==> src/rtl/apb_demux_timeout.sv <==
// Registered APB 1-to-N demultiplexer: decodes the upstream address into one of
// NUM_SLAVES contiguous regions and answers misses and hung completers with PSLVERR.
module apb_demux_timeout #(
  parameter int                    ADDR_WIDTH     = 32,
  parameter int                    DATA_WIDTH     = 32,
  parameter int                    NUM_SLAVES     = 4,
  parameter int                    SLV_ADDR_BITS  = 12,
  parameter logic [ADDR_WIDTH-1:0] BASE_ADDR      = 32'h4000_0000,
  parameter int                    TIMEOUT_CYCLES = 16
) (
  input  logic                             clk_i,
  input  logic                             rst_i,
  input  logic [ADDR_WIDTH-1:0]            s_paddr_i,
  input  logic                             s_psel_i,
  input  logic                             s_penable_i,
  input  logic                             s_pwrite_i,
  input  logic [DATA_WIDTH-1:0]            s_pwdata_i,
  output logic                             s_pready_o,
  output logic                             s_pslverr_o,
  output logic [DATA_WIDTH-1:0]            s_prdata_o,
  output logic [ADDR_WIDTH-1:0]            m_paddr_o,
  output logic                             m_pwrite_o,
  output logic [DATA_WIDTH-1:0]            m_pwdata_o,
  output logic [NUM_SLAVES-1:0]            m_psel_o,
  output logic [NUM_SLAVES-1:0]            m_penable_o,
  input  logic [NUM_SLAVES-1:0]            m_pready_i,
  input  logic [NUM_SLAVES-1:0]            m_pslverr_i,
  input  logic [NUM_SLAVES*DATA_WIDTH-1:0] m_prdata_i,
  output logic                             timeout_o
);

  localparam int IW      = (NUM_SLAVES > 1) ? $clog2(NUM_SLAVES) : 1;
  localparam int CW      = (TIMEOUT_CYCLES > 0) ? $clog2(TIMEOUT_CYCLES + 1) : 1;
  localparam int TMO_LIM = (TIMEOUT_CYCLES > 0) ? TIMEOUT_CYCLES - 1 : 0;

  typedef enum logic [2:0] {
    ST_IDLE   = 3'd0,
    ST_SETUP  = 3'd1,
    ST_ACCESS = 3'd2,
    ST_RESP   = 3'd3,
    ST_ERR    = 3'd4
  } state_e;

  state_e                  state_r, state_s;
  logic [ADDR_WIDTH-1:0]   addr_r, addr_s;
  logic                    write_r, write_s;
  logic [DATA_WIDTH-1:0]   wdata_r, wdata_s;
  logic [IW-1:0]           idx_r, idx_s;
  logic [DATA_WIDTH-1:0]   rdata_r, rdata_s;
  logic                    slverr_r, slverr_s;
  logic                    tmo_r, tmo_s;
  logic [CW-1:0]           cnt_r, cnt_s;

  logic [ADDR_WIDTH-1:0]   off_s, idx_full_s;
  logic                    hit_s, setup_s, rdy_s, tmo_hit_s;
  logic [NUM_SLAVES-1:0]   sel_vec_s;

  logic                    s_pready_r, s_pready_s;
  logic                    s_pslverr_r, s_pslverr_s;
  logic [DATA_WIDTH-1:0]   s_prdata_r, s_prdata_s;
  logic [ADDR_WIDTH-1:0]   m_paddr_r, m_paddr_s;
  logic                    m_pwrite_r, m_pwrite_s;
  logic [DATA_WIDTH-1:0]   m_pwdata_r, m_pwdata_s;
  logic [NUM_SLAVES-1:0]   m_psel_r, m_psel_s;
  logic [NUM_SLAVES-1:0]   m_penable_r, m_penable_s;
  logic                    timeout_r, timeout_s;

  // Address decode and selected-completer status
  always_comb begin
    off_s      = s_paddr_i - BASE_ADDR;
    idx_full_s = off_s >> SLV_ADDR_BITS;
    hit_s      = (s_paddr_i >= BASE_ADDR) && (idx_full_s < ADDR_WIDTH'(NUM_SLAVES));
    setup_s    = s_psel_i & ~s_penable_i;
    rdy_s      = m_pready_i[idx_r];
    tmo_hit_s  = (TIMEOUT_CYCLES != 0) && (cnt_r == CW'(TMO_LIM));
  end

  // Next-state logic; a psel&penable seen in IDLE is a protocol violation and is ignored
  always_comb begin
    state_s = state_r;
    case (state_r)
      ST_IDLE: begin
        if (setup_s) begin
          state_s = hit_s ? ST_SETUP : ST_ERR;
        end else begin
          state_s = ST_IDLE;
        end
      end
      ST_SETUP:  state_s = ST_ACCESS;
      ST_ACCESS: begin
        if (rdy_s || tmo_hit_s) begin
          state_s = ST_RESP;
        end else begin
          state_s = ST_ACCESS;
        end
      end
      ST_RESP:   state_s = ST_IDLE;
      ST_ERR:    state_s = ST_IDLE;
      default:   state_s = ST_IDLE;
    endcase
  end

  // Transfer capture and watchdog; ready in the limit cycle takes priority over abort
  always_comb begin
    addr_s   = addr_r;
    write_s  = write_r;
    wdata_s  = wdata_r;
    idx_s    = idx_r;
    rdata_s  = rdata_r;
    slverr_s = slverr_r;
    tmo_s    = tmo_r;
    cnt_s    = cnt_r;
    case (state_r)
      ST_IDLE: begin
        if (setup_s) begin
          addr_s   = s_paddr_i;
          write_s  = s_pwrite_i;
          wdata_s  = s_pwdata_i;
          idx_s    = idx_full_s[IW-1:0];
          rdata_s  = '0;
          slverr_s = 1'b0;
          tmo_s    = 1'b0;
        end else begin
          tmo_s    = 1'b0;
        end
      end
      ST_SETUP: cnt_s = '0;
      ST_ACCESS: begin
        if (rdy_s) begin
          rdata_s  = write_r ? '0 : m_prdata_i[int'(idx_r)*DATA_WIDTH +: DATA_WIDTH];
          slverr_s = m_pslverr_i[idx_r];
          tmo_s    = 1'b0;
        end else if (tmo_hit_s) begin
          rdata_s  = '0;
          slverr_s = 1'b1;
          tmo_s    = 1'b1;
        end else begin
          cnt_s    = cnt_r + CW'(1);
        end
      end
      default: cnt_s = cnt_r;
    endcase
  end

  // Output values for the coming state, registered alongside it
  always_comb begin
    for (int k = 0; k < NUM_SLAVES; k++) begin
      sel_vec_s[k] = (idx_s == IW'(k));
    end
    s_pready_s  = 1'b0;
    s_pslverr_s = 1'b0;
    s_prdata_s  = '0;
    m_paddr_s   = '0;
    m_pwrite_s  = 1'b0;
    m_pwdata_s  = '0;
    m_psel_s    = '0;
    m_penable_s = '0;
    timeout_s   = 1'b0;
    case (state_s)
      ST_SETUP: begin
        m_psel_s   = sel_vec_s;
        m_paddr_s  = addr_s;
        m_pwrite_s = write_s;
        m_pwdata_s = wdata_s;
      end
      ST_ACCESS: begin
        m_psel_s    = sel_vec_s;
        m_penable_s = sel_vec_s;
        m_paddr_s   = addr_s;
        m_pwrite_s  = write_s;
        m_pwdata_s  = wdata_s;
      end
      ST_RESP: begin
        s_pready_s  = 1'b1;
        s_pslverr_s = slverr_s;
        s_prdata_s  = rdata_s;
        timeout_s   = tmo_s;
      end
      ST_ERR: begin
        s_pready_s  = 1'b1;
        s_pslverr_s = 1'b1;
      end
      default: s_pready_s = 1'b0;
    endcase
  end

  // State register
  always_ff @(posedge clk_i) begin
    if (rst_i) begin
      state_r <= ST_IDLE;
    end else begin
      state_r <= state_s;
    end
  end

  // Datapath and output registers
  always_ff @(posedge clk_i) begin
    if (rst_i) begin
      addr_r      <= '0;
      write_r     <= 1'b0;
      wdata_r     <= '0;
      idx_r       <= '0;
      rdata_r     <= '0;
      slverr_r    <= 1'b0;
      tmo_r       <= 1'b0;
      cnt_r       <= '0;
      s_pready_r  <= 1'b0;
      s_pslverr_r <= 1'b0;
      s_prdata_r  <= '0;
      m_paddr_r   <= '0;
      m_pwrite_r  <= 1'b0;
      m_pwdata_r  <= '0;
      m_psel_r    <= '0;
      m_penable_r <= '0;
      timeout_r   <= 1'b0;
    end else begin
      addr_r      <= addr_s;
      write_r     <= write_s;
      wdata_r     <= wdata_s;
      idx_r       <= idx_s;
      rdata_r     <= rdata_s;
      slverr_r    <= slverr_s;
      tmo_r       <= tmo_s;
      cnt_r       <= cnt_s;
      s_pready_r  <= s_pready_s;
      s_pslverr_r <= s_pslverr_s;
      s_prdata_r  <= s_prdata_s;
      m_paddr_r   <= m_paddr_s;
      m_pwrite_r  <= m_pwrite_s;
      m_pwdata_r  <= m_pwdata_s;
      m_psel_r    <= m_psel_s;
      m_penable_r <= m_penable_s;
      timeout_r   <= timeout_s;
    end
  end

  assign s_pready_o  = s_pready_r;
  assign s_pslverr_o = s_pslverr_r;
  assign s_prdata_o  = s_prdata_r;
  assign m_paddr_o   = m_paddr_r;
  assign m_pwrite_o  = m_pwrite_r;
  assign m_pwdata_o  = m_pwdata_r;
  assign m_psel_o    = m_psel_r;
  assign m_penable_o = m_penable_r;
  assign timeout_o   = timeout_r;

endmodule

==> config.mk <==
export PLATFORM = sky130hd
export DESIGN_NAME = apb_demux_timeout
export DESIGN_NICKNAME = d
export VERILOG_FILES = /design/src/rtl/apb_demux_timeout.sv
export SDC_FILE = /design/constraint.sdc
export NUM_CORES = 1
export LEC_CHECK = 0
export CAP_MARGIN = 20
export CORE_ASPECT_RATIO = 1.5
export CORE_MARGIN = 4
export CORE_UTILIZATION = 45
export CTS_BUF_LIST = sky130_fd_sc_hd__clkbuf_2 sky130_fd_sc_hd__clkbuf_4 sky130_fd_sc_hd__clkbuf_8
export DETAILED_ROUTE_END_ITERATION = 8
export GPL_TIMING_DRIVEN = 0
export PLACE_DENSITY = 0.83
export SYNTH_ARGS = -nofsm -noshare
export SYNTH_HDL_FRONTEND = slang
export SYNTH_SLANG_ARGS = --single-unit
==> constraint.sdc <==
create_clock -name clk_i -period 6.6 [get_ports clk_i]
set_input_delay 0.99 -clock clk_i [delete_from_list [all_inputs] [get_ports clk_i]]
set_output_delay 0.99 -clock clk_i [all_outputs]
set_load 0.02 [all_outputs]
==> results by group <==
Run status
  • Outcome: completed

Pwr
  • Worst vdd ir: 0.162 mV
  • Pleak: 0.00437 uW
  • Power Density: 227 mW/mm^2

Worst hold path
  • Min-Delay Path Class: reg -> reg
  • Hold path startpoint: cnt_r[2]$_SDFFE_PP0P_
  • Hold path depth: 2

Route
  • Pre-antenna DRT Iters: 5
  • Final wirelength: 25000 microns
  • Drc violations: 0
  • Vias per inst: 5.38
  • Post-DRT Antenna Nets: 0
  • Vias: 6838
  • Initial drt markers: 322
  • WL per Instance: 19.7 microns

Clock tree
  • Post-cts resize count: 0
  • Clock Path Buffers: 3
  • Post-CTS Hold Buffers: 0
  • Reg clk slew, reported paths: 60 ps
  • Worst-Skew Late Latency: 550 ps
  • H-Tree Depth: 1
  • Root Driver: clkbuf_8
  • Total setup buffers inserted after CTS: 0
  • Clock sinks: 216
  • CTS tree: done
  • CTS Buf Count: 30

Critical path
  • Worst Path Arrival: 3190 ps
  • WS Path Type: in -> reg
  • Crit. End Element: flip-flop
  • Most used cell along the critical path: buf_6
  • Crit-path cells: clkdlybuf4s50_1 -> nor4_1 -> and3_1 -> clkbuf_1 -> a32oi_2 -> buf_6 -> buf_6 -> nor4_2
  • Critical path data required time: 7050 ps
  • Worst path slowest cell: clkdlybuf4s50_1
  • R2r setup slk: 4190 ps
  • FF-to-FF Start: cnt_r[0]$_SDFFE_PP0P_
  • Setup crit start: s_paddr_i[26]
  • Critical-path maximum fanout: 10
  • R2R depth: 9
  • Max incr delay on CP: 450 ps
  • Worst setup SP type: input port

Final layout
  • Diodes inserted: 0
  • Synth-to-Final Area Change: 51.0%
  • Fillers: 1344
  • Post-route cell area: 0.0119 sq mm
  • Layout cells sized above 1: 11.8%
  • Nets@finish: 1245

Floorplanning
  • Die height: 170 microns
  • Die area: 0.0197 sq mm
  • Core Area: 0.0173 sq mm
  • Initial Utilization: 45.6%
  • Num rows: 59
  • IO Pins: 313
  • Die W: 116 microns

GRT
  • Largest net degree at the start of global routing: 15
  • First-pass GRT wire length: 37100 microns
  • GRT Total Usage: 24.0%
  • Grt ovf: 0
  • Initial antenna violation count: 0
  • Vias in the first global route: 7045

Job
  • Maxcap violations: 0

Logic synthesis
  • Post-synth top cells: dfxtp_1, nor2_1, mux2i_1
  • Share of the synthesized area in the top cell type: 54.9%
  • Post-Synthesis Cells: 695
  • Post-synthesis sequential area ratio: 54.9%
  • Cell taking the most area after synthesis: dfxtp_1
  • Synthesized cell area: 0.00788 sq mm
  • Synthesized area per cell: 11.3 sq um
  • Area contributors post-synth: dfxtp_1, mux4_2, mux2i_1
  • Top-count cell post-synth: dfxtp_1
  • Main synth FF type: dfxtp_1
  • Flops & latches, synth: 216
  • Synth Net Count: 902
  • Warnings from Yosys: 0
  • Number of flops mapped to enable cells by yosys: 0
  • Ys async rst share: 0%
  • Synth cell types: 40

Placement
  • Port bufs: 311
  • Pre-CTS setup slack: 3260 ps
  • Post-DP Area: 0.0113 sq mm
  • Hpwl dp: 19100 microns
  • GPL Wtd Cong: 0.834

STA
  • Setup violators final: 0
  • Period utilisation layout: 41.5%
  • Clk_skew: 17.6 ps
  • Final hold slack: 481 ps
  • Final min period: 2740 ps
  • Final worst-path setup slack: 3860 ps
  • Worst-Margin Slew: 706 ps
  • Max Fclk: 0.365 GHz
  • Final Slew Violations: 0
  • Endpoints failing hold: 0
  • TNS Setup: 0 ps
  • RSZ-0062 raised after global routing: no
  • Rel. slew slack: 53.0%
## layer usage
metal | share of wire [%] | GRT usage (%) | vias up
met1 | 33 | 23.4 | 3227
met3 | 10 | 7.19 | 63
met4 | 3.8 | 9.99 | 0
met2 | 53 | 45.6 | 332
met5 | 0 | 0 | -
li1 | - | - | 3216
## cell families after synthesis
kind of cell	count (synthesis)	synth area share, %
AO/OA/AOI/OAI	58	6.18
multiplexers	99	18.0
adder cells (fa/ha/maj)	2	0.318
flip-flops	216	54.9
XOR/XNOR	1	0.111
buffers and inverters	73	4.38
AND/OR/NAND/NOR	246	16.1
## flip-flops by register name, indices dropped and copies added, names as in the netlist, 2 cells and up
signal and cells:
addr_r 32, cnt_r 5, idx_r 2, m_paddr_o 32
m_penable_o 4, m_psel_o 4, m_pwdata_o 32, rdata_r 32
s_prdata_o 32, state_r 3, wdata_r 32
## layout make-up
cell class	count	area, sq um	area share [%]
repair buffers	311	3110	26.2
multi-input cells	406	3210	27.0
flip-flops and latches	216	4320	36.4
plain buffers	65	315	2.65
clock buffers	44	549	4.62
well taps	213	267	2.24
inverters	8	30.0	0.253
clock inverters	7	85.1	0.716
## critical path, delay by kind of cell
family	cells	cell delay, ps
buffers and inverters	4	1100
and+or+nand+nor	3	810
AOI/OAI and AO/OA	1	270
## report_power, final
group	switching, uW	internal [uW]
Clock	472	608
Sequential	6.38	1330
Combinational	113	170
Total	592	2100
## path summary, 6_finish.rpt
check,end
setup / recovery,m_paddr_o[9]$_SDFF_PP0_
hold / removal,cnt_r[2]$_SDFFE_PP0P_
hold reg to reg,cnt_r[2]$_SDFFE_PP0P_
setup reg to reg,s_prdata_o[16]$_SDFF_PP0_
## per-stage QoR
step                      total power, uW  cells  util [%]
after floorplan                      1480    695         -
after global placement               1640   1219      65.2
after detailed placement             1640   1219      65.2
after CTS                            2720   1270      68.8
after global routing                 2800   1270      68.8
final                                2690   1270      68.8
## placed cells by master (no fill, tap or decap), drive strengths merged, types with 2 or more instances in the layout
| cell type | instances |
|---|---|
| and2 | 3 |
| mux2i | 65 |
| a32oi | 33 |
| clkbuf | 83 |
| mux4 | 34 |
| a2111oi | 2 |
| a21oi | 11 |
| bufinv | 2 |
| buf | 26 |
| nor4 | 68 |
| or3 | 3 |
| and3 | 6 |
| dfxtp | 216 |
| clkdlybuf4s50 | 311 |
| a211oi | 3 |
| clkinv | 5 |
| and4 | 2 |
| inv | 8 |
| nor3b | 4 |
| nand2 | 9 |
| nand2b | 3 |
| o32ai | 3 |
| nor4b | 4 |
| ha | 2 |
| nor2 | 139 |
Note: power is estimated with default switching activity, not from simulation.
